===== src/rtl/risc_pkg.sv =====
// Shared widths and the load-buffer entry type for the register-file write-back path.
package risc_pkg;

    localparam int unsigned REG_AW   = 3;
    localparam int unsigned DATA_W   = 16;
    localparam int unsigned NUM_REGS = 1 << REG_AW;

    typedef struct packed {
        logic              live;
        logic [REG_AW-1:0] dest;
        logic [DATA_W-1:0] data;
    } ld_entry_t;

    function automatic logic [NUM_REGS-1:0] dest_onehot(input logic [REG_AW-1:0] d);
        logic [NUM_REGS-1:0] oh;
        oh    = '0;
        oh[d] = 1'b1;
        return oh;
    endfunction

endpackage


===== src/rtl/wb_ld_fifo.sv =====
// Load-result FIFO whose entries can be squashed in place by destination match.
module wb_ld_fifo
    import risc_pkg::*;
#(
    parameter int unsigned DEPTH = 2
) (
    input  logic                clk,
    input  logic                reset_n,
    input  logic                push_en,
    input  ld_entry_t           push_entry,
    input  logic                pop_en,
    input  logic                kill_en,
    input  logic [REG_AW-1:0]   kill_dest,
    output logic                full,
    output logic                empty,
    output ld_entry_t           head,
    output logic [NUM_REGS-1:0] busy_mask
);

    localparam int unsigned PTR_W = $clog2(DEPTH);
    localparam int unsigned CNT_W = $clog2(DEPTH) + 1;

    ld_entry_t        mem_q [DEPTH];
    ld_entry_t        mem_d [DEPTH];
    logic [PTR_W-1:0] head_q, head_d;
    logic [PTR_W-1:0] tail_q, tail_d;
    logic [CNT_W-1:0] count_q, count_d;

    assign full  = (count_q == CNT_W'(DEPTH));
    assign empty = (count_q == '0);
    assign head  = mem_q[head_q];

    // Popped slots are cleared to dead so that 'live' alone marks valid occupancy.
    always_comb begin
        mem_d   = mem_q;
        head_d  = head_q;
        tail_d  = tail_q;
        count_d = count_q;
        if (kill_en) begin
            for (int unsigned i = 0; i < DEPTH; i++) begin
                if (mem_q[i].dest == kill_dest) begin
                    mem_d[i].live = 1'b0;
                end
            end
        end
        if (pop_en) begin
            mem_d[head_q].live = 1'b0;
            head_d             = head_q + 1'b1;
        end
        if (push_en) begin
            mem_d[tail_q] = push_entry;
            tail_d        = tail_q + 1'b1;
        end
        unique case ({push_en, pop_en})
            2'b10:   count_d = count_q + CNT_W'(1);
            2'b01:   count_d = count_q - CNT_W'(1);
            default: count_d = count_q;
        endcase
    end

    always_comb begin
        busy_mask = '0;
        for (int unsigned i = 0; i < DEPTH; i++) begin
            if (mem_q[i].live) begin
                busy_mask = busy_mask | dest_onehot(mem_q[i].dest);
            end
        end
    end

    always_ff @(posedge clk or negedge reset_n) begin
        if (!reset_n) begin
            for (int unsigned i = 0; i < DEPTH; i++) begin
                mem_q[i] <= '0;
            end
            head_q  <= '0;
            tail_q  <= '0;
            count_q <= '0;
        end else begin
            mem_q   <= mem_d;
            head_q  <= head_d;
            tail_q  <= tail_d;
            count_q <= count_d;
        end
    end

endmodule


===== src/rtl/wb_arbiter.sv =====
// Merges ALU and load results onto one register-file write port, ALU first.
// Define WB_ARBITER_BYPASS_EN to let a load skip an empty FIFO when the ALU is idle.
module wb_arbiter
    import risc_pkg::*;
#(
    parameter int unsigned LD_DEPTH = 2
) (
    input  logic                clk,
    input  logic                reset_n,
    input  logic                alu_valid,
    input  logic [REG_AW-1:0]   alu_dest,
    input  logic [DATA_W-1:0]   alu_data,
    input  logic                ld_valid,
    output logic                ld_ready,
    input  logic [REG_AW-1:0]   ld_dest,
    input  logic [DATA_W-1:0]   ld_data,
    output logic                reg_write_en,
    output logic [REG_AW-1:0]   reg_write_dest,
    output logic [DATA_W-1:0]   reg_write_data,
    output logic [NUM_REGS-1:0] busy_mask
);

    logic              fifo_full;
    logic              fifo_empty;
    ld_entry_t         fifo_head;
    ld_entry_t         push_entry;
    logic              ld_accept;
    logic              bypass_take;
    logic              push_en;
    logic              pop_en;

    logic              wr_en_q, wr_en_d;
    logic [REG_AW-1:0] wr_dest_q, wr_dest_d;
    logic [DATA_W-1:0] wr_data_q, wr_data_d;

    assign ld_ready  = reset_n && !fifo_full;
    assign ld_accept = ld_valid && ld_ready;
    assign pop_en    = !alu_valid && !fifo_empty;

`ifdef WB_ARBITER_BYPASS_EN
    assign bypass_take = ld_accept && !alu_valid && fifo_empty;
`else
    assign bypass_take = 1'b0;
`endif

    assign push_en = ld_accept && !bypass_take;

    // A load colliding with a same-cycle ALU write is older, so it lands already dead.
    always_comb begin
        push_entry      = '0;
        push_entry.live = !(alu_valid && (ld_dest == alu_dest));
        push_entry.dest = ld_dest;
        push_entry.data = ld_data;
    end

    wb_ld_fifo #(
        .DEPTH (LD_DEPTH)
    ) u_ld_fifo (
        .clk        (clk),
        .reset_n    (reset_n),
        .push_en    (push_en),
        .push_entry (push_entry),
        .pop_en     (pop_en),
        .kill_en    (alu_valid),
        .kill_dest  (alu_dest),
        .full       (fifo_full),
        .empty      (fifo_empty),
        .head       (fifo_head),
        .busy_mask  (busy_mask)
    );

    always_comb begin
        wr_en_d   = 1'b0;
        wr_dest_d = wr_dest_q;
        wr_data_d = wr_data_q;
        if (alu_valid) begin
            wr_en_d   = 1'b1;
            wr_dest_d = alu_dest;
            wr_data_d = alu_data;
        end else if (pop_en) begin
            if (fifo_head.live) begin
                wr_en_d   = 1'b1;
                wr_dest_d = fifo_head.dest;
                wr_data_d = fifo_head.data;
            end
        end else if (bypass_take) begin
            wr_en_d   = 1'b1;
            wr_dest_d = ld_dest;
            wr_data_d = ld_data;
        end
    end

    always_ff @(posedge clk or negedge reset_n) begin
        if (!reset_n) begin
            wr_en_q   <= 1'b0;
            wr_dest_q <= '0;
            wr_data_q <= '0;
        end else begin
            wr_en_q   <= wr_en_d;
            wr_dest_q <= wr_dest_d;
            wr_data_q <= wr_data_d;
        end
    end

    assign reg_write_en   = wr_en_q;
    assign reg_write_dest = wr_dest_q;
    assign reg_write_data = wr_data_q;

endmodule


===== config.mk =====
export PLATFORM = sky130hd
export DESIGN_NAME = wb_arbiter
export DESIGN_NICKNAME = d
export VERILOG_FILES = /design/src/rtl/risc_pkg.sv /design/src/rtl/wb_ld_fifo.sv /design/src/rtl/wb_arbiter.sv
export SDC_FILE = /design/constraint.sdc
export NUM_CORES = 1
export LEC_CHECK = 0
export CAP_MARGIN = 30
export CORE_MARGIN = 1
export CORE_UTILIZATION = 30
export CTS_CLUSTER_SIZE = 12
export DETAILED_ROUTE_END_ITERATION = 8
export HOLD_SLACK_MARGIN = 0.05
export SLEW_MARGIN = 10
export SYNTH_ARGS = -nofsm -noshare
export SYNTH_HDL_FRONTEND = slang
export SYNTH_HIERARCHICAL = 1
export SYNTH_SLANG_ARGS = --single-unit

===== constraint.sdc =====
create_clock -name clk -period 1.99 [get_ports clk]
set_input_delay 0.398 -clock clk [delete_from_list [all_inputs] [get_ports clk]]
set_output_delay 0.398 -clock clk [all_outputs]
set_load 0.05 [all_outputs]

==> metrics <==
Hold Buf Count CTS 0; Reg power frac between 30% and 40%; fillcell total just under 1k; Post-DP HPWL between 5 and 6 mm; Hold Vio Cnt, Final 0; Seq cells post-synth 64; worst-case reg-to-reg path depth 7; Resized Gates After CTS 0; dominant synthesized flop cell dfrtp_1; CTS H-tree lvls 3; Cell variety after synth 34; setup TNS 0 ps; final count of negative-setup-slack endpoints 0; CP endpoint kind output pin; DP Worst Slack about 170 ps; CP max FO 2; Port Buffers 70; min cycle time layout roughly 1900 ps; ant diodes 0; Slew Viols, Final 0; CP Cell Sequence clkdlybuf4s50_1; area grow syn2layout 37.3%; top cell type by total area after synthesis dfrtp_1; Post-CTS Setup Inserts 0; P_leak roughly 1.9 nW; RR Endpoint u_ld_fifo/count_q[1]$_DFFE_PN0P_; outcome complete, no violations; initial detailed-routing violation count 80; Critical path origin reg_write_dest[2]$_DFFE_PN0P_; Pre-Repair DR Iteration Count 4; IO Count 71; GRT Util Overall 14.1%; YS warnings 6; drt via density around 4.7; Core Area between 0.01 and 0.015 mm2; worst IR drop on VDD a little over 0.6 mV; initial antenna violation count 0; Routed WL per cell ~15 um; Worst Path Required 1590 ps; vias approximately 2.2k; Post-Syn Nets 295; sw frac 38.2%; largest cells by area after synthesis dfrtp_1, mux2_2, mux2_4; Pint 0.00456 W; Worst path top cell family by delay buffers and inverters; Initial Utilization between 30% and 40%; Post-Syn Area between 0.003 and 0.004 mm2; die area roughly 0.011 mm2; antenna viol nets, final 0; clk root buf clkbuf_8; Cell Pwr Density about 1700 mW/mm2; clk slew on worst S/H paths ~70 ps; asr flop ratio synth between 90% and 100%; Placed Instance Area between 0.004 and 0.005 mm2; Final Cell Area 0.00440 mm2; cells after synthesis 252; Critical Path Stages 1; FF-to-FF Start u_ld_fifo/count_q[1]$_DFFE_PN0P_; total power roughly 0.0074 W; Slowest-stage cell, CP clkdlybuf4s50_1; Final WS setup roughly 79 ps; clock network power share 17.8%; CTS sink cnt 64; combinational share of power between 40% and 50%; fin crit share approximately 96%; max frequency ~520 MHz; vias in the first global route between 2k and 2.5k; largest net degree at the start of global routing 65; first-pass GRT wire length roughly 12 mm; critical path startpoint category register; hold_ws around 290 ps; die width approximately 110 um; Worst Hold Class input pin to asynchronous set/reset pin; Setup crit end reg_write_dest[2]; TritonCTS clock tree yes; die height approximately 110 um; unrepaired setup endpoints after global routing false; Nets approximately 370; TritonCTS Buffers 9; Avg Inst Size Synth around 13 um2; Rows 37; Clock Latency Late Sink between 300 and 400 ps; Longest Clk Path Bufs 2; CP peak stage delay about 810 ps; CP arrival between 1500 and 2000 ps; clk_skew 8.59 ps; share of layout cells above drive strength 1 31.3%; R2R setup slack between 200 and 250 ps; net load switching power between 0.002 and 0.003 W; sequential area share after synthesis 49.9%; Placer Congestion 0.775; WS Path Type register to output pin; Synth top area share between 40% and 50%; DRC Markers 0; CP Buf/Inv Count 1; Slew headroom around 45%; Total Wirelength between 7 and 8 mm; Post-synth EDFFs 0; Max-Cap Viols 0; gr ovfl total 0; Worst-Margin Slew about 830 ps
[cell type report]
class,instances,area (um2),area share (%)
Clock inverter,2,60.1,1.36
Clock buffer,13,179,4.06
Tap cell,136,170,3.86
Multi-Input combinational cell,170,1500,34.0
Sequential cell,64,1600,36.4
Inverter,1,3.75,0.0852
Timing Repair Buffer,82,893,20.3
[registers in the layout (all words and copies together) (netlist names)]
signal / flops
reg_write_dest: 3
u_ld_fifo/head_q: 1
reg_write_data: 16
u_ld_fifo/mem_q: 40
u_ld_fifo/tail_q: 1
reg_write_en: 1
u_ld_fifo/count_q: 2
[power groups by stage]
stage	combinational (W)	clock (W)	sequential, W
2_1_floorplan	0.00201	0	0.00295
3_3_place_gp	0.00364	0	0.00239
3_5_place_dp	0.00368	0	0.00242
4_1_cts	0.00369	0.00136	0.00240
5_1_grt	0.00392	0.00142	0.00249
6_report	0.00366	0.00132	0.00240
[how the worst min path moves through the flow]
stage | start | endpoint | slack [ps] | cells past startpoint
6_report | reset_n | reg_write_dest[1]$_DFFE_PN0P_ | 290 | 2
2_1_floorplan | reset_n | reg_write_data[0]$_DFFE_PN0P_ | 100 | 0
4_1_cts | reset_n | reg_write_dest[1]$_DFFE_PN0P_ | 310 | 2
5_1_grt | reset_n | reg_write_dest[1]$_DFFE_PN0P_ | 350 | 2
3_3_place_gp | u_ld_fifo/count_q[1]$_DFFE_PN0P_ | u_ld_fifo/count_q[1]$_DFFE_PN0P_ | 470 | 1
3_5_place_dp | u_ld_fifo/mem_q[4]$_DFFE_PN0P_ | u_ld_fifo/mem_q[4]$_DFFE_PN0P_ | 490 | 1
[metrics by stage]
| step | instances | util [%] |
|---|---|---|
| after floorplan | 252 | - |
| final | 468 | 42.7 |
| after CTS | 468 | 42.7 |
| after global placement | 453 | 40.3 |
| after detailed placement | 453 | 40.3 |
| after global routing | 468 | 42.7 |
[cell families after synthesis]
group,count (synthesis),synth area share (%)
buffers and inverters,18,4.02
adder cells (fa/ha/maj),1,0.390
multiplexers,77,28.4
XOR/XNOR,14,3.82
AO/OA/AOI/OAI,31,5.74
flip-flops,64,49.9
AND/OR/NAND/NOR,47,7.69
[synthesized netlist by cell type, drive strengths merged (6+ instances only)]
cell,instances
nor3,16
xnor2,7
a21oi,16
mux2,58
mux2i,19
o22ai,6
dfrtp,64
xor2,7
buf,12
nand2,9
nand2b,8
[worst register-to-register path, cell delays in order, from the launching register on]
cell and delay, ps:
dfrtp_1 400, nor2b_1 150, nor2b_2 200, and2_1 250, inv_1 70, ha_1 300, nor2_1 140, xor2_1 160
[metal layers]
metal | up-vias | share of wire, % | wire length, um | global-route usage, %
met4 | 0 | 0.80 | 58 | 3.62
met1 | 1072 | 46 | 3360 | 18.9
li1 | 1055 | - | - | -
met3 | 8 | 4.8 | 345 | 4.39
met2 | 59 | 48 | 3480 | 22.2
met5 | - | 0 | 0 | 0
[cell usage in the layout (no fill, tap or decap), types with 3 or more instances in the layout]
master and count:
dfrtp_1 64, clkdlybuf4s50_1 58, mux2_2 39, mux2i_1 19, mux2_4 18, nor3_1 16
a21oi_1 15, clkbuf_8 13, buf_4 11, buf_12 11, nand2_1 8, xnor2_1 7
nand2b_1 7, xor2_1 7, o22ai_1 6, nor2_1 5, o21ai_1 3
Note: power is estimated with default switching activity, not from simulation.
